===== src/rtl/seg7_pkg.sv =====
// Shared definitions for the two-digit 7-segment pair encoder and its decoder twin.
// Glyph bits are active-high, bit6..0 = a..g.
package seg7_pkg;

  localparam int SEG_W      = 7;
  localparam int DIGIT_W    = 4;
  localparam int VALUE_W    = 6;
  localparam int SUM_W      = 7;
  localparam int NUM_DIGITS = 10;
  localparam int MAX_VALUE  = 63;
  localparam int PAIR_W     = 2 * SEG_W;

  // Packed so that SEG7_DIGIT[d] is the glyph for digit d.
  localparam logic [NUM_DIGITS-1:0][SEG_W-1:0] SEG7_DIGIT = {
    7'b1111011,  // 9
    7'b1111111,  // 8
    7'b1110000,  // 7
    7'b1011111,  // 6
    7'b1011011,  // 5
    7'b0110011,  // 4
    7'b1111001,  // 3
    7'b1101101,  // 2
    7'b0110000,  // 1
    7'b1111110   // 0
  };

  typedef enum logic [1:0] {
    ERR_NONE  = 2'b00,
    ERR_UNITS = 2'b01,
    ERR_TENS  = 2'b10,
    ERR_RANGE = 2'b11
  } err_code_t;

  typedef enum logic [1:0] {
    ST_IDLE    = 2'd0,
    ST_FILTER  = 2'd1,
    ST_CONVERT = 2'd2,
    ST_OUTPUT  = 2'd3
  } state_t;

  // Up to 99 for two decimal digits, so 7 bits hold it without wrap.
  function automatic logic [SUM_W-1:0] pair_sum(input logic [DIGIT_W-1:0] tens,
                                                input logic [DIGIT_W-1:0] units);
    return SUM_W'(tens) * SUM_W'(10) + SUM_W'(units);
  endfunction

endpackage


===== src/rtl/seg7_glyph_to_digit.sv =====
// Combinational lookup of one active-high 7-segment glyph into its decimal digit.
// valid is low for any pattern that is not one of the ten digit glyphs.
module seg7_glyph_to_digit
  import seg7_pkg::*;
(
  input  logic [SEG_W-1:0]   glyph,
  output logic [DIGIT_W-1:0] digit,
  output logic               valid
);

  always_comb begin
    digit = '0;
    valid = 1'b0;
    for (int i = 0; i < NUM_DIGITS; i++) begin
      if (glyph == SEG7_DIGIT[i]) begin
        digit = DIGIT_W'(i);
        valid = 1'b1;
      end
    end
  end

endmodule


===== src/rtl/seg7_pair_encoder.sv =====
// Recovers the 6-bit count from an active-low tens/units segment pair once the pair
// has been seen STABLE_CYCLES times in a row; result leaves via valid/ready.
//
// state      | meaning
// -----------+---------------------------------------------------------------
// ST_IDLE    | waiting for the first sample; it becomes ref with cnt=1
// ST_FILTER  | counting consecutive matching samples against ref
// ST_CONVERT | one cycle: look up both glyphs of ref, register value/err_code
// ST_OUTPUT  | out_valid high, result held until out_ready
module seg7_pair_encoder
  import seg7_pkg::*;
#(
  parameter int STABLE_CYCLES = 4
) (
  input  logic               clk,
  input  logic               rst_n,
  input  logic [SEG_W-1:0]   seg_units_n,
  input  logic [SEG_W-1:0]   seg_tens_n,
  input  logic               in_valid,
  output logic               in_ready,
  output logic [VALUE_W-1:0] value,
  output logic [1:0]         err_code,
  output logic               out_valid,
  input  logic               out_ready
);

  localparam logic [3:0] CNT_TARGET = 4'(STABLE_CYCLES);

  state_t              state, state_nxt;
  logic [PAIR_W-1:0]   ref_pair, ref_nxt;
  logic [3:0]          cnt, cnt_nxt;
  logic                load_result;
  logic [PAIR_W-1:0]   sample;
  logic                accept;

  logic [DIGIT_W-1:0]  tens_digit, units_digit;
  logic                tens_ok, units_ok;
  logic [SUM_W-1:0]    sum;
  logic [VALUE_W-1:0]  conv_value;
  err_code_t           conv_err;

  assign sample   = {seg_tens_n, seg_units_n};
  assign in_ready = rst_n && ((state == ST_IDLE) || (state == ST_FILTER));
  assign accept   = in_valid && in_ready;

  seg7_glyph_to_digit u_tens (
    .glyph (~ref_pair[PAIR_W-1:SEG_W]),
    .digit (tens_digit),
    .valid (tens_ok)
  );

  seg7_glyph_to_digit u_units (
    .glyph (~ref_pair[SEG_W-1:0]),
    .digit (units_digit),
    .valid (units_ok)
  );

  assign sum = pair_sum(tens_digit, units_digit);

  // Tens glyph errors outrank units glyph errors, which outrank range.
  always_comb begin
    conv_value = '0;
    conv_err   = ERR_NONE;
    if (!tens_ok) begin
      conv_err = ERR_TENS;
    end else if (!units_ok) begin
      conv_err = ERR_UNITS;
    end else if (sum > SUM_W'(MAX_VALUE)) begin
      conv_err = ERR_RANGE;
    end else begin
      conv_value = sum[VALUE_W-1:0];
    end
  end

  always_comb begin
    state_nxt   = state;
    ref_nxt     = ref_pair;
    cnt_nxt     = cnt;
    load_result = 1'b0;
    out_valid   = 1'b0;
    case (state)
      ST_IDLE: begin
        if (accept) begin
          ref_nxt   = sample;
          cnt_nxt   = 4'd1;
          state_nxt = (STABLE_CYCLES == 1) ? ST_CONVERT : ST_FILTER;
        end
      end
      ST_FILTER: begin
        if (accept) begin
          if (sample == ref_pair) begin
            cnt_nxt = cnt + 4'd1;
            if (cnt + 4'd1 == CNT_TARGET) begin
              state_nxt = ST_CONVERT;
            end
          end else begin
            // A mismatch on what would have been the final sample still restarts.
            ref_nxt = sample;
            cnt_nxt = 4'd1;
          end
        end
      end
      ST_CONVERT: begin
        load_result = 1'b1;
        state_nxt   = ST_OUTPUT;
      end
      ST_OUTPUT: begin
        out_valid = 1'b1;
        if (out_ready) begin
          cnt_nxt   = 4'd0;
          state_nxt = ST_IDLE;
        end
      end
      default: begin
        state_nxt = ST_IDLE;
      end
    endcase
  end

  always_ff @(posedge clk) begin
    if (!rst_n) begin
      state    <= ST_IDLE;
      ref_pair <= '0;
      cnt      <= 4'd0;
      value    <= '0;
      err_code <= ERR_NONE;
    end else begin
      state    <= state_nxt;
      ref_pair <= ref_nxt;
      cnt      <= cnt_nxt;
      if (load_result) begin
        value    <= conv_value;
        err_code <= conv_err;
      end
    end
  end

endmodule

===== config.mk =====
export PLATFORM = sky130hd
export DESIGN_NAME = seg7_pair_encoder
export DESIGN_NICKNAME = d
export VERILOG_FILES = /design/src/rtl/seg7_pkg.sv /design/src/rtl/seg7_glyph_to_digit.sv /design/src/rtl/seg7_pair_encoder.sv
export SDC_FILE = /design/constraint.sdc
export NUM_CORES = 1
export LEC_CHECK = 0
export CORE_ASPECT_RATIO = 0.7
export CORE_MARGIN = 2
export CORE_UTILIZATION = 35
export DETAILED_ROUTE_END_ITERATION = 8
export HOLD_SLACK_MARGIN = 0.1
export SETUP_SLACK_MARGIN = 0.02
export SYNTH_ARGS = -nofsm -noshare
export SYNTH_HDL_FRONTEND = slang
export SYNTH_SLANG_ARGS = --single-unit
export TNS_END_PERCENT = 10

===== constraint.sdc =====
create_clock -name clk -period 5.1 [get_ports clk]
set_clock_uncertainty 0.1 [all_clocks]
set_input_delay 0.765 -clock clk [delete_from_list [all_inputs] [get_ports clk]]
set_output_delay 0.765 -clock clk [all_outputs]
set_load 0.1 [all_outputs]

# After elaboration in Yosys (flattened, before gate mapping)
# Index checks and enable logic that the tools add are counted.
[op_classes]
n_reduce_logical = 9
addsub = 2
bitwise = 2
mul = 1
n_mux = 61
n_div = 0
n_eq_ne = 31
shift = 0
magnitude_cmp = 1
[ops]
columns = ["operator", "count"]
rows = [
  ["equality test 7 bit, second input constant", 16],
  ["2-to-1 mux 14 bit", 3],
  ["2-to-1 mux 4 bit", 8],
  ["equality test 7 x 6 -> 1 bit, second input constant", 4],
  ["case mux 14 bit (2 select lines)", 1],
  ["2-to-1 mux 1 bit", 24],
  ["2-to-1 mux 2 bit", 12],
  ["2-to-1 mux 3 bit", 8],
  ["2-to-1 mux 6 bit", 3],
  ["equality test 14 bit", 1],
  ["NOT 7 bit", 2],
  ["case mux 4 bit (3 select lines)", 1],
  ["!= test 2 bit, second input constant", 4],
  ["case mux 2 bit (4 select lines)", 1],
  ["AND reduction 4 bit", 2],
  ["adder 7 x 4 -> 7 bit", 1],
  ["greater-than comparator 7 x 6 -> 1 bit, second input constant", 1],
  ["multiplier 4 x 3 -> 6 bit, second input constant", 1],
  ["AND reduction 5 bit", 1],
  ["adder 4 x 1 -> 4 bit, second input constant", 1],
  ["equality test 2 bit, second input constant", 2],
  ["equality test 4 x 3 -> 1 bit, second input constant", 1],
  ["!= test 2 x 1 -> 1 bit, second input constant", 2],
  ["nonzero test 3 bit", 1],
  ["other kinds (5)", 6],
]
[word_totals]
latch_bits = 0
reg_bits = 28
memories = 0
romBits = 0
ramBits = 0

# Longest topological paths before layout
# Gate-level depths: netlist of run 1.
[logic_depth]
depth_word = 17
depth_mapped = 14
depth_no_buf = 13

# By module
# Synthesis of run 1 repeated with hierarchy kept, for this count alone.
[hier_totals]
hier_cells = 259
hier_area_um2 = 2142.1
[by_module_without_submodules]
columns = ["mod", "cells_per_inst", "area_each_um2", "n_inst"]
rows = [
  ["seg7_pair_encoder", 193, 1706.6, 1],
  ["seg7_glyph_to_digit", 33, 217.7, 2],
]

# Worst setup path before layout of run 1
# OpenSTA, ideal clock, no wires.
[synth_path]
kind = "input to register"
from = "in rst_n"
to = "reg ref_pair[7]"
setup_slack_ns = 1.531
setup_ns = 0.116
path_buffers = 3
path_stages = 8
arrival_time_ns = 3.353
t_required_ns = 4.884
cell_sequence = "clkbuf_1 -> inv_1 -> nor2_1 -> and2_1 -> clkbuf_2 -> buf_1 -> a21oi_1 -> a31o_2"
[synth_via]
elab_chain_len = 4
word_cells_on_any_way = 5
cone_classes = "eq/ne: 2; reduce/logical: 3"
[synth_rtl]
columns = ["item", "line_no", "source"]
rows = [
  ["start, declared", "seg7_pair_encoder.sv:16", "input logic rst_n,"],
  ["logical AND 1 bit (*)", "seg7_pair_encoder.sv:43", "assign in_ready = rst_n && ((state == ST_IDLE) || (state == ST_FILTER));"],
  ["via in_ready", "seg7_pair_encoder.sv:20", "output logic in_ready,"],
  ["logical AND 1 bit (*)", "seg7_pair_encoder.sv:44", "assign accept = in_valid && in_ready;"],
  ["!= test 2 bit (no source line)", "-", ""],
  ["AND reduction 4 bit (no source line) (*)", "-", ""],
  ["end signal, assigned", "seg7_pair_encoder.sv:129", "ref_pair <= ref_nxt;"],
  ["end, declared", "seg7_pair_encoder.sv:30", "logic [PAIR_W-1:0] ref_pair, ref_nxt;"],
]
# The timed path passes the listed nets; every way through them passes the cells marked *.
# A chain may end at the register's enable or synchronous reset.

# Worst setup path in the final report of run 1
[layout_path]
from = "reg ref_pair[8]"
to = "reg err_code[0]"
[layout_via]
elab_chain_len = 17
word_cells_on_any_way = 36
cone_classes = "add/sub: 1; mul: 1; order compare: 1; eq/ne: 10; mux: 22; bitwise: 1"
[layout_rtl]
columns = ["item", "line_no", "source"]
rows = [
  ["NOT 7 bit (*)", "seg7_pair_encoder.sv:47", ".glyph (~ref_pair[PAIR_W-1:SEG_W]),"],
  ["equality test 7 x 6 -> 1 bit", "seg7_glyph_to_digit.sv:15", "if (glyph == SEG7_DIGIT[i]) begin"],
  ["2-to-1 mux 1 bit", "seg7_glyph_to_digit.sv:15", ""],
  ["2-to-1 mux 2 bit (2 in series)", "seg7_glyph_to_digit.sv:15", ""],
  ["2-to-1 mux 3 bit (4 in series)", "seg7_glyph_to_digit.sv:15", ""],
  ["2-to-1 mux 4 bit (2 in series)", "seg7_glyph_to_digit.sv:15", ""],
  ["multiplier 4 x 3 -> 6 bit", "seg7_pkg.sv:44", "return SUM_W'(tens) * SUM_W'(10) + SUM_W'(units);"],
  ["adder 7 x 4 -> 7 bit", "seg7_pkg.sv:44", ""],
  ["greater-than comparator 7 x 6 -> 1 bit", "seg7_pair_encoder.sv:68", "end else if (sum > SUM_W'(MAX_VALUE)) begin"],
  ["2-to-1 mux 2 bit", "seg7_pair_encoder.sv:68", ""],
  ["2-to-1 mux 2 bit", "seg7_pair_encoder.sv:66", "end else if (!units_ok) begin"],
  ["2-to-1 mux 2 bit (*)", "seg7_pair_encoder.sv:64", "if (!tens_ok) begin"],
  ["end signal, assigned", "seg7_pair_encoder.sv:133", "err_code <= conv_err;"],
  ["end, declared", "seg7_pair_encoder.sv:22", "output logic [1:0] err_code,"],
]
# Every way passes the cells marked *; elsewhere a longest branch is shown, timed or not.

==> results of run 1 <==
## state kept, by name (all words and copies together), names as in the netlist
signal	cells
err_code	2
value	6
cnt	4
state	2
ref_pair	14
## synthesized netlist by cell type, types with 2 or more instances
cell	count
a31o_2	14
or4b_1	2
nor2b_1	5
nor3b_1	3
nand2b_1	3
nand4_1	3
ha_1	11
clkbuf_1	13
a211o_1	2
xor2_1	16
a21boi_0	2
o21ai_0	10
xnor2_1	2
buf_2	5
mux2i_1	3
and2_1	2
o211ai_1	2
inv_1	11
and3b_1	3
nor2_1	9
nor3_1	9
a21o_1	2
or3_1	3
nand2_1	32
nor4_1	5
a21oi_1	21
nand3_1	7
dfxtp_1	28
fa_1	2
## per-layer routing
metal / part of all wire [%] / routed length, µm / global-route usage [%] / vias up
li1: - / - / - / 960
met4: 0.54 / 25 / 2.993 / 0
met1: 55 / 2514 / 22.85 / 804
met3: 4.5 / 206 / 3.478 / 4
met2: 40 / 1851 / 23.18 / 36
met5: 0 / 0 / 0 / -
## worst register-to-register path: stages (launching register included)
cell and delay [ns]:
dfxtp_1 0.64, nor3b_1 0.11, o211ai_1 0.33, a21boi_0 0.42, inv_1 0.09, ha_1 0.21
ha_1 0.17, inv_1 0.06, fa_1 0.44, nand2b_1 0.18, o211ai_1 0.24, o211ai_2 0.21
a31o_1 0.24
## cell families (layout without fill, tap and decap cells)
kind of cell	after synthesis	count (layout)
compound gates	69	69
xor+xnor	18	18
fa+ha+maj	13	13
buf+inv	33	44
flops	28	28
mux	3	3
simple gates	96	96
## layout make-up
type	count	area share, %
clock buffer	3	1.692
clock inverter	1	1.231
inverter	11	1.692
multi-input combinational	199	56.97
sequential	28	22.97
tap	75	3.846
timing repair buffer	29	11.59
## power groups by stage
stage          logic (W)  registers (W)  clock network, W
6_report        0.000420       0.000325          0.000181
5_1_grt         0.000473       0.000334          0.000195
4_1_cts         0.000424       0.000324          0.000189
3_5_place_dp    0.000422       0.000328                 0
3_3_place_gp    0.000418       0.000329                 0
2_1_floorplan   0.000358       0.000306                 0
## final timing paths
| check | start | to | slack, ns | depth (start not counted) |
|---|---|---|---|---|
| max | ref_pair[8] | err_code[0] | 1.55 | 12 |
| min | value[1] | value[1] | 0.35 | 2 |
| max reg2reg | ref_pair[8] | err_code[0] | 1.55 | 12 |
| min reg2reg | value[1] | value[1] | 0.35 | 2 |
## per-stage QoR
| step | util, % | total power [W] |
|---|---|---|
| after floorplan | - | 0.0006636 |
| after global placement | 41.15 | 0.0007468 |
| after detailed placement | 41.15 | 0.0007508 |
| after CTS | 42.39 | 0.0009359 |
| after global routing | 42.39 | 0.001002 |
| final | 42.39 | 0.0009261 |
==> metrics.txt, run 1 <==
# TYPE chip_impl_metric gauge
chip_impl_metric{name="combPwrFrac",unit="%"} 45.4
chip_impl_metric{name="post_cts_hold_buffer_count",unit=""} 0
chip_impl_info{name="cp_top_family",value="compound AO/OA/AOI/OAI gates"} 1
chip_impl_metric{name="rows",unit=""} 23
chip_impl_metric{name="route.detailed.wl_per_inst",unit="µm"} 13.29
chip_impl_metric{name="layout_worst_path_cycle_share",unit="%"} 69.54
chip_impl_metric{name="final_layout_size_suffix_gt1_share",unit="%"} 10.70
chip_impl_metric{name="die_h",unit="µm"} 68.71
chip_impl_metric{name="timing.final.max_slew_violations",unit=""} 0
chip_impl_metric{name="tightestPinTransition",unit="ns"} 0.9774
chip_impl_metric{name="critPathBufInv",unit=""} 2
chip_impl_metric{name="globalRouteTotalUtil",unit="%"} 15.49
chip_impl_metric{name="critPathMaxStageDelay",unit="ns"} 0.64
chip_impl_metric{name="finalNonFillerCells",unit=""} 346
chip_impl_metric{name="power.switching_fraction",unit="%"} 42.02
chip_impl_metric{name="multi_input_comb_area",unit="mm²"} 0.001390
chip_impl_metric{name="synthArstFlopShare",unit="%"} 0
chip_impl_metric{name="global_placer_s_final_weighted_congestion",unit=""} 0.8169
chip_impl_info{name="startpoint_type",value="flip-flop"} 1
chip_impl_metric{name="syn_area",unit="mm²"} 0.002093
chip_impl_metric{name="cts_resized",unit=""} 0
chip_impl_info{name="hold_path.class",value="flip-flop to flip-flop"} 1
chip_impl_metric{name="number_of_fill_cells",unit=""} 601
chip_impl_metric{name="leakagePower",unit="nW"} 0.9398
chip_impl_metric{name="part_of_the_power_in_registers",unit="%"} 35.1
chip_impl_metric{name="postSynthCellCount",unit=""} 260
chip_impl_metric{name="die-area",unit="mm²"} 0.006626
chip_impl_metric{name="final.setup.tns",unit="ns"} 0
chip_impl_info{name="ys_top_cells_by_area",value="dfxtp_1, xor2_1, ha_1, a31o_2, nand2_1"} 1
chip_impl_metric{name="firstDrtPassIters",unit=""} 4
chip_impl_metric{name="critical_path_peak_fanout",unit=""} 15
chip_impl_info{name="critical_path.endpoint_type",value="flip-flop"} 1
chip_impl_metric{name="routed_wl",unit="µm"} 4597
chip_impl_metric{name="floorplan.io_pins",unit=""} 28
chip_impl_metric{name="post_synth_num_cell_types",unit=""} 59
chip_impl_info{name="final_cell_mix",value="nand2_1, dfxtp_1, clkdlybuf4s50_1"} 1
chip_impl_metric{name="clock_sinks",unit=""} 28
chip_impl_info{name="synth-main-ff-cell",value="dfxtp_1"} 1
chip_impl_metric{name="final_nets",unit=""} 303
chip_impl_info{name="path_class",value="flip-flop to flip-flop"} 1
chip_impl_metric{name="initial_core_util",unit="%"} 36.37
chip_impl_metric{name="placed_cell_area",unit="mm²"} 0.002369
chip_impl_metric{name="yosysSeqAreaShare",unit="%"} 26.78
chip_impl_metric{name="required",unit="ns"} 5.18
chip_impl_metric{name="cts_setup_buffers",unit=""} 0
chip_impl_info{name="largest_family_of_logic_cells_by_synthesized_area",value="simple AND/OR/NAND/NOR gates"} 1
chip_impl_metric{name="postLayoutCellArea",unit="mm²"} 0.002440
chip_impl_info{name="clock-root-buffer",value="clkbuf_8"} 1
chip_impl_metric{name="max-slew-margin-rel",unit="%"} 34.63
chip_impl_metric{name="initialDrtViolationCount",unit=""} 86
chip_impl_info{name="grt_setup_unrepaired",value="false"} 1
chip_impl_info{name="mostFrequentLayoutCell",value="nand2_1"} 1
chip_impl_metric{name="synth_nets",unit=""} 291
chip_impl_metric{name="holdWs",unit="ns"} 0.3499
chip_impl_metric{name="grt.overflow.total",unit=""} 0
chip_impl_metric{name="share_of_synthesized_area_spent_on_multiplexers",unit="%"} 1.435
chip_impl_metric{name="max_cap_viol_count",unit=""} 0
chip_impl_info{name="tritoncts_clock_tree",value="yes"} 1
chip_impl_metric{name="dp_cells",unit=""} 342
chip_impl_metric{name="route.detailed.drc",unit=""} 0
chip_impl_metric{name="power_density",unit="mW/mm²"} 379.6
chip_impl_metric{name="tritoncts.num_buffers",unit=""} 3
chip_impl_metric{name="max_clock_freq",unit="MHz"} 282.0
chip_impl_metric{name="total_switching_power",unit="W"} 0.0003892
chip_impl_metric{name="port_buffers",unit=""} 27
chip_impl_metric{name="yosysWarningCount",unit=""} 0
chip_impl_metric{name="grt_antenna_before_repair",unit=""} 0
chip_impl_metric{name="synth_top_area_share",unit="%"} 26.78
chip_impl_metric{name="compound_gate_portion_of_the_synthesized_area",unit="%"} 24.21
chip_impl_metric{name="grt_start_max_net_pins",unit=""} 34
chip_impl_metric{name="setup_slack",unit="ns"} 1.554
chip_impl_metric{name="cts_clock_pin_slew_for_the_worst_setup_and_hold_paths",unit="ns"} 0.11
chip_impl_metric{name="dpl_worst_slack",unit="ns"} 1.585
chip_impl_info{name="cp_cell_sequence",value="nor3b_1, o211ai_1, a21boi_0, inv_1, ha_1, ha_1, inv_1, fa_1, nand2b_1, o211ai_1, o211ai_2, a31o_1"} 1
chip_impl_metric{name="final_antenna_net_count",unit=""} 0
chip_impl_metric{name="layout.area.seq",unit="µm²"} 560.5
chip_impl_metric{name="grt_first_pass_wirelength",unit="µm"} 7955
chip_impl_metric{name="internal_power",unit="W"} 0.0005369
chip_impl_metric{name="ctsLongestPathBuffers",unit=""} 2
chip_impl_metric{name="part_of_the_total_power_dissipated_in_the_clock_network",unit="%"} 19.5
chip_impl_metric{name="final_hold_viol_count",unit=""} 0
chip_impl_metric{name="hpwl",unit="µm"} 3489
chip_impl_metric{name="finalSetupViolations",unit=""} 0
chip_impl_metric{name="clock_latency_on_the_worst_skew_pair",unit="ns"} 0.28
chip_impl_info{name="status",value="finished, final reports clean"} 1
chip_impl_metric{name="routed_via_density",unit=""} 5.214
chip_impl_metric{name="core-area",unit="mm²"} 0.005756
chip_impl_info{name="yosys.area.top_type",value="dfxtp_1"} 1
chip_impl_metric{name="fp.dieW",unit="µm"} 96.44
chip_impl_metric{name="ys_ff_latch",unit=""} 28
chip_impl_metric{name="worst-endpoint-arrival",unit="ns"} 3.63
chip_impl_metric{name="final_min_period",unit="ns"} 3.546
chip_impl_metric{name="synth_fa_ha_area_share",unit="%"} 8.488
chip_impl_metric{name="synth.avg_cell_area",unit="µm²"} 8.051
chip_impl_metric{name="vias",unit=""} 1804
chip_impl_metric{name="number_of_global_route_vias_before_repair",unit=""} 1654
chip_impl_metric{name="xor_and_xnor_fraction_of_the_mapped_netlist_area",unit="%"} 7.531
chip_impl_metric{name="synth_simple_gate_area_share",unit="%"} 24.75
chip_impl_metric{name="cts-htree-levels",unit=""} 1
chip_impl_metric{name="max-vdd-ir-drop",unit="mV"} 0.1130
chip_impl_metric{name="count_of_flip_flops_with_a_built_in_enable_after_synthesis",unit=""} 0
chip_impl_info{name="slowest_stage",value="dfxtp_1"} 1
chip_impl_metric{name="area.growth.synth_to_final",unit="%"} 16.56
chip_impl_metric{name="antennaDiodeCount",unit=""} 0
Power figures use the tool's default switching activity.
==> inputs of run 2 (changes only) <==
==> constraint.sdc (replaced) <==
create_clock -name clk -period 3.26 [get_ports clk]
set_clock_uncertainty 0.1 [all_clocks]
set_input_delay 0.489 -clock clk [delete_from_list [all_inputs] [get_ports clk]]
set_output_delay 0.489 -clock clk [all_outputs]
set_load 0.1 [all_outputs]
==> run 2 against run 1 <==
Compared with the run above: non-clock buffer count rose by 13; clock-buffer cell count is the same; final cell count is 3.8% higher; critical path depth grew 1; clock power up 56%; wire length rose by 5.7%; core utilization up 2.2 points; total power rose by 67%; via count is 4.9% higher; largest cell class unchanged.
==> metrics.txt, run 2 (synthesized netlist as in run 1, its figures left out) <==
# TYPE chip_impl_metric gauge
chip_impl_info{name="status",value="finished, final reports clean"} 1
chip_impl_info{name="clock-root-buffer",value="clkbuf_8"} 1
chip_impl_info{name="critical_path.endpoint_type",value="flip-flop"} 1
chip_impl_info{name="regMostFlops",value="ref_pair"} 1
chip_impl_metric{name="timing.final.max_slew_violations",unit=""} 0
chip_impl_metric{name="grt_first_pass_wirelength",unit="µm"} 7941
chip_impl_metric{name="final_antenna_net_count",unit=""} 0
chip_impl_metric{name="clock_latency_on_the_worst_skew_pair",unit="ns"} 0.28
chip_impl_metric{name="max_cap_viol_count",unit=""} 0
chip_impl_metric{name="number_of_global_route_vias_before_repair",unit=""} 1644
chip_impl_metric{name="route.detailed.drc",unit=""} 0
chip_impl_metric{name="postLayoutCellArea",unit="mm²"} 0.002566
chip_impl_metric{name="dpl_worst_slack",unit="ns"} 0.1031
chip_impl_info{name="cp_cell_sequence",value="and3b_1, o21ai_0, a21oi_1, a21oi_1, nor2_1, ha_1, ha_1, inv_1, fa_1, or3_1, a211o_1, o2bb2ai_1, a21oi_1"} 1
chip_impl_metric{name="clock_sinks",unit=""} 28
chip_impl_metric{name="fp.dieW",unit="µm"} 96.44
chip_impl_metric{name="ctsLongestPathBuffers",unit=""} 2
chip_impl_metric{name="max_clock_freq",unit="MHz"} 328.4
chip_impl_info{name="mostFrequentLayoutCell",value="nand2_1"} 1
chip_impl_metric{name="vias",unit=""} 1893
chip_impl_metric{name="required",unit="ns"} 3.37
chip_impl_info{name="critical_path.reg2reg.startpoint",value="ref_pair[12]"} 1
chip_impl_metric{name="globalRouteTotalUtil",unit="%"} 15.30
chip_impl_metric{name="largest_reg_flops",unit=""} 14
chip_impl_metric{name="initialDrtViolationCount",unit=""} 115
chip_impl_metric{name="grt_start_max_net_pins",unit=""} 33
chip_impl_metric{name="cts_clock_pin_slew_for_the_worst_setup_and_hold_paths",unit="ns"} 0.10
chip_impl_metric{name="critical_path_peak_fanout",unit=""} 6
chip_impl_metric{name="die-area",unit="mm²"} 0.006626
chip_impl_metric{name="core-area",unit="mm²"} 0.005756
chip_impl_metric{name="port_buffers",unit=""} 27
chip_impl_metric{name="routed_wl",unit="µm"} 4859
chip_impl_metric{name="antennaDiodeCount",unit=""} 0
chip_impl_metric{name="die_h",unit="µm"} 68.71
chip_impl_metric{name="final.setup.tns",unit="ns"} 0
chip_impl_metric{name="floorplan.io_pins",unit=""} 28
chip_impl_metric{name="hpwl",unit="µm"} 3679
chip_impl_metric{name="critical_path_depth",unit=""} 13
chip_impl_metric{name="area.growth.synth_to_final",unit="%"} 22.59
chip_impl_metric{name="final_min_period",unit="ns"} 3.045
chip_impl_metric{name="rows",unit=""} 23
chip_impl_info{name="hold_path.class",value="flip-flop to flip-flop"} 1
chip_impl_info{name="regToRegEndpoint",value="err_code[1]"} 1
chip_impl_metric{name="final_layout_size_suffix_gt1_share",unit="%"} 21.48
chip_impl_metric{name="grt.overflow.total",unit=""} 0
chip_impl_metric{name="power_density",unit="mW/mm²"} 602.3
chip_impl_info{name="tritoncts_clock_tree",value="yes"} 1
chip_impl_metric{name="tightestPinTransition",unit="ns"} 0.5594
chip_impl_metric{name="grt_antenna_before_repair",unit=""} 0
chip_impl_metric{name="routed_via_density",unit=""} 5.273
chip_impl_metric{name="max-slew-margin-rel",unit="%"} 62.37
chip_impl_metric{name="finalSetupViolations",unit=""} 0
chip_impl_metric{name="global_placer_s_final_weighted_congestion",unit=""} 0.7895
chip_impl_metric{name="rrSetupSlack",unit="ns"} 0.22
chip_impl_metric{name="finalNonFillerCells",unit=""} 359
chip_impl_metric{name="route.detailed.wl_per_inst",unit="µm"} 13.53
chip_impl_metric{name="leakagePower",unit="nW"} 1.031
chip_impl_info{name="final_cell_mix",value="nand2_1, buf_4, a21oi_1, dfxtp_1, clkdlybuf4s50_1"} 1
chip_impl_metric{name="critPathMaxStageDelay",unit="ns"} 0.40
chip_impl_info{name="path_class",value="flip-flop to flip-flop"} 1
chip_impl_metric{name="r2r_cells",unit=""} 13
chip_impl_info{name="critical_path.startpoint",value="ref_pair[12]"} 1
chip_impl_metric{name="initial_core_util",unit="%"} 36.37
chip_impl_metric{name="dp_cells",unit=""} 354
chip_impl_info{name="startpoint_type",value="flip-flop"} 1
chip_impl_metric{name="firstDrtPassIters",unit=""} 4
chip_impl_info{name="top_regs",value="ref_pair: 14 flops, value: 6 flops, cnt: 4 flops"} 1
chip_impl_metric{name="placed_cell_area",unit="mm²"} 0.002451
chip_impl_info{name="slowest_stage",value="dfxtp_4"} 1
chip_impl_metric{name="layout_worst_path_cycle_share",unit="%"} 93.40
chip_impl_metric{name="max-vdd-ir-drop",unit="mV"} 0.2418
chip_impl_info{name="cpMostUsedCell",value="a21oi_1"} 1
chip_impl_metric{name="cts-htree-levels",unit=""} 1
chip_impl_metric{name="tritoncts.num_buffers",unit=""} 3
chip_impl_metric{name="critPathBufInv",unit=""} 1
chip_impl_info{name="critical_path.endpoint",value="err_code[1]"} 1
chip_impl_metric{name="worst-endpoint-arrival",unit="ns"} 3.16
chip_impl_info{name="grt_setup_unrepaired",value="true"} 1
chip_impl_metric{name="final_hold_viol_count",unit=""} 0
chip_impl_info{name="cp_top_family",value="compound AO/OA/AOI/OAI gates"} 1
chip_impl_metric{name="setup_slack",unit="ns"} 0.2150
chip_impl_metric{name="final_nets",unit=""} 316
run 2: changes by cell type in the layout (fill, tap and decap cells not counted), moves of 3 or more:
cell,delta
dfxtp_4,+3
dfxtp_1,-7
clkdlybuf4s50_1,-9
buf_4,+21
dfxtp_2,+4
run 2: power breakdown:
| part | total, W | internal [W] | switching (W) |
|---|---|---|---|
| clock | 0.000283 | 0.000165 | 0.000119 |
| combinational | 0.000768 | 0.000342 | 0.000426 |
| sequential | 0.000495 | 0.000404 | 0.0000906 |
run 2: area by class of cell:
type,instances,area [µm²]
Fill cell,595,3189
Multi-Input combinational cell,199,1413
Sequential cell,28,576.8
Timing Repair Buffer,42,370.4
Tap cell,75,93.84
Clock buffer,3,41.29
Inverter,11,41.29
Clock inverter,1,30.03
run 2: worst min-delay path by stage:
stage              from       end  cells past startpoint
2_1_floorplan    cnt[3]    cnt[3]                      2
3_3_place_gp   value[4]  value[4]                      2
3_5_place_dp   value[5]  value[5]                      2
4_1_cts        value[5]  value[5]                      2
5_1_grt        value[1]  value[1]                      2
6_report       value[5]  value[5]                      2
run 2: tightest hold or removal path: cells and delay by family, from the launching register on:
| kind | cells | cell delay, ns |
|---|---|---|
| AOI/OAI and AO/OA | 1 | 0.06 |
| DFF | 1 | 0.33 |
| and+or+nand+nor | 1 | 0.05 |
run 2: layer usage:
| layer | global-route usage [%] | share of wire [%] |
|---|---|---|
| met4 | 1.585 | 0.41 |
| met3 | 3.152 | 3.4 |
| met1 | 23.83 | 55 |
| met5 | 0 | 0 |
| met2 | 22.14 | 41 |
run 2: stage by stage:
step	power (W)	utilization [%]	hold WS [ns]
final	0.001546	44.59	0.3713
after global routing	0.001658	44.59	0.3975
after detailed placement	0.001235	42.59	0.3502
after floorplan	0.001040	-	0.3633
after CTS	0.001526	43.83	0.3736
after global placement	0.001231	42.59	0.3419
run 2: timing repair:
action,4_1_cts,5_1_grt
hold buffers,0,0
buffers inserted,0,1
resized for setup,0,15
setup endpoints to repair,0,8
==> inputs of run 3 (changes only) <==
--- a/config.mk
+++ b/config.mk
@@ -6,7 +6,7 @@
 export NUM_CORES = 1
 export LEC_CHECK = 0
 export CORE_ASPECT_RATIO = 0.7
-export CORE_MARGIN = 2
+export CORE_MARGIN = 10
 export CORE_UTILIZATION = 35
 export DETAILED_ROUTE_END_ITERATION = 8
 export HOLD_SLACK_MARGIN = 0.1
==> run 3 against run 2 <==
Compared with the run above: clock-buffer cell count did not move; sequential power barely moved; core utilization rose by 0.11 points; final cell count did not move; critical path depth did not move; sequential cell count did not move; via count rose by 2.2%; cell area rose by 0.24%; maximum frequency fell by 1.6%; non-clock buffer count did not move; worst hold slack got worse by 0.0086 ns.
==> metrics.txt, run 3 (synthesized netlist as in run 1, its figures left out) <==
# TYPE chip_impl_metric gauge
chip_impl_metric{name="route.detailed.drc",unit=""} 0
chip_impl_metric{name="worst-endpoint-arrival",unit="ns"} 3.16
chip_impl_metric{name="routed_wl",unit="µm"} 5372
chip_impl_metric{name="routed_via_density",unit=""} 5.390
chip_impl_metric{name="area.growth.synth_to_final",unit="%"} 22.89
chip_impl_metric{name="timing.final.max_slew_violations",unit=""} 0
chip_impl_metric{name="rows",unit=""} 23
chip_impl_metric{name="leakagePower",unit="nW"} 1.034
chip_impl_metric{name="grt.overflow.total",unit=""} 0
chip_impl_info{name="regMostFlops",value="ref_pair"} 1
chip_impl_metric{name="max-slew-margin-rel",unit="%"} 66.68
chip_impl_metric{name="cts_clock_pin_slew_for_the_worst_setup_and_hold_paths",unit="ns"} 0.11
chip_impl_metric{name="max_cap_viol_count",unit=""} 0
chip_impl_metric{name="die-area",unit="mm²"} 0.009524
chip_impl_metric{name="post_cts_hold_buffer_count",unit=""} 0
chip_impl_metric{name="largest_reg_flops",unit=""} 14
chip_impl_metric{name="max_clock_freq",unit="MHz"} 323.1
chip_impl_metric{name="route.detailed.wl_per_inst",unit="µm"} 14.96
chip_impl_metric{name="min_delay_path_depth",unit=""} 2
chip_impl_metric{name="tritoncts.num_buffers",unit=""} 3
chip_impl_metric{name="clock_sinks",unit=""} 28
chip_impl_metric{name="ctsLongestPathBuffers",unit=""} 2
chip_impl_metric{name="globalRouteTotalUtil",unit="%"} 10.79
chip_impl_metric{name="finalSetupViolations",unit=""} 0
chip_impl_metric{name="core-area",unit="mm²"} 0.005756
chip_impl_metric{name="r2r_cells",unit=""} 13
chip_impl_metric{name="layout_worst_path_cycle_share",unit="%"} 94.93
chip_impl_info{name="startpoint_type",value="flip-flop"} 1
chip_impl_metric{name="clock_latency_on_the_worst_skew_pair",unit="ns"} 0.28
chip_impl_info{name="critical_path.endpoint_type",value="flip-flop"} 1
chip_impl_info{name="final_cell_mix",value="nand2_1, buf_4, dfxtp_1"} 1
chip_impl_info{name="status",value="finished, final reports clean"} 1
chip_impl_metric{name="finalNonFillerCells",unit=""} 359
chip_impl_metric{name="initialDrtViolationCount",unit=""} 191
chip_impl_metric{name="final_hold_viol_count",unit=""} 0
chip_impl_metric{name="fp.dieW",unit="µm"} 112.4
chip_impl_metric{name="tightestPinTransition",unit="ns"} 0.4952
chip_impl_metric{name="max-vdd-ir-drop",unit="mV"} 0.2322
chip_impl_metric{name="dp_cells",unit=""} 353
chip_impl_info{name="mostFrequentLayoutCell",value="nand2_1"} 1
chip_impl_metric{name="antennaDiodeCount",unit=""} 0
chip_impl_metric{name="port_buffers",unit=""} 27
chip_impl_info{name="clock-root-buffer",value="clkbuf_8"} 1
chip_impl_metric{name="vias",unit=""} 1935
chip_impl_info{name="hold_path.class",value="flip-flop to flip-flop"} 1
chip_impl_info{name="top_regs",value="ref_pair: 14 flops, value: 6 flops, cnt: 4 flops"} 1
chip_impl_metric{name="cts-htree-levels",unit=""} 1
chip_impl_metric{name="number_of_global_route_vias_before_repair",unit=""} 1828
chip_impl_metric{name="floorplan.io_pins",unit=""} 28
chip_impl_metric{name="hpwl",unit="µm"} 3963
chip_impl_metric{name="power_density",unit="mW/mm²"} 608.1
chip_impl_metric{name="firstDrtPassIters",unit=""} 4
chip_impl_info{name="tritoncts_clock_tree",value="yes"} 1
chip_impl_metric{name="grt_start_max_net_pins",unit=""} 33
chip_impl_metric{name="final.setup.tns",unit="ns"} 0
chip_impl_metric{name="final_min_period",unit="ns"} 3.095
chip_impl_metric{name="critical_path_peak_fanout",unit=""} 8
chip_impl_metric{name="die_h",unit="µm"} 84.71
chip_impl_metric{name="final_antenna_net_count",unit=""} 0
chip_impl_metric{name="global_placer_s_final_weighted_congestion",unit=""} 0.8253
chip_impl_metric{name="required",unit="ns"} 3.32
chip_impl_metric{name="grt_first_pass_wirelength",unit="µm"} 8894
chip_impl_metric{name="final_layout_size_suffix_gt1_share",unit="%"} 22.54
chip_impl_metric{name="initial_core_util",unit="%"} 36.37
chip_impl_metric{name="grt_antenna_before_repair",unit=""} 0
chip_impl_metric{name="number_of_fill_cells",unit=""} 585
chip_impl_metric{name="final_nets",unit=""} 316
chip_impl_info{name="path_class",value="flip-flop to flip-flop"} 1
run 3: final cells by class:
cell class              instances  area (µm²)  area share [%]
well taps                      75       93.84           3.648
flip-flops and latches         28       576.8           22.42
inverters                      11       41.29           1.605
clock buffers                   3       41.29           1.605
repair buffers                 42       367.9           14.30
multi-input cells             199        1421           55.25
clock inverters                 1       30.03           1.167
run 3: repair_timing:
| item | 4_1_cts | 5_1_grt |
|---|---|---|
| gates cloned | 0 | 0 |
| endpoints found under the hold margin | 0 | 0 |
| resized for setup | 2 | 15 |
| pin swaps | 0 | 6 |
| buffers inserted | 0 | 2 |
| endpoints found under the setup margin | 2 | 8 |
run 3: path summary, 6_finish.rpt:
path | start | endpoint | slack (ns)
worst max register to register | ref_pair[9] | value[4] | 0.17
worst min register to register | value[0] | value[0] | 0.36
worst max-delay path | ref_pair[9] | value[4] | 0.17
worst min-delay path | value[0] | value[0] | 0.36
run 3: through the flow:
| step | setup slack, ns | utilization [%] | cell area, µm² | hold slack, ns | power (W) |
|---|---|---|---|---|---|
| 2_1_floorplan | 0.01932 | - | 2096 | 0.3633 | 0.001040 |
| 3_3_place_gp | 0.06276 | 42.46 | 2444 | 0.3412 | 0.001232 |
| 3_5_place_dp | 0.03745 | 42.46 | 2444 | 0.3454 | 0.001234 |
| 4_1_cts | 0.03218 | 43.76 | 2519 | 0.3692 | 0.001525 |
| 5_1_grt | -0.01659 | 44.70 | 2572 | 0.4045 | 0.001678 |
| 6_report | 0.1653 | 44.70 | 2572 | 0.3627 | 0.001564 |
run 3: where the power goes:
group / total (W) / leakage (nW) / switching [W] / internal (W)
sequential: 0.000496 / 0.232 / 0.0000923 / 0.000404
combinational: 0.000783 / 0.766 / 0.000442 / 0.000341
clock: 0.000285 / 0.0357 / 0.000120 / 0.000165
run 3: routing by layer:
layer	GRT usage, %	vias up	share of wire [%]
met5	0	-	0
met4	1.494	0	0.15
met3	3.269	2	5.8
met2	16.12	50	42
met1	15.11	901	52
li1	-	982	-
run 3: critical path, cell delays in order (launching register included):
cell and delay, ns:
dfxtp_4 0.39, and3b_1 0.17, o21ai_0 0.14, a21oi_1 0.10
a21oi_2 0.15, nor2_2 0.07, ha_1 0.28, ha_1 0.14
inv_1 0.05, fa_1 0.38, or3_1 0.41, a211o_1 0.32
o211ai_4 0.13, o21ai_0 0.13
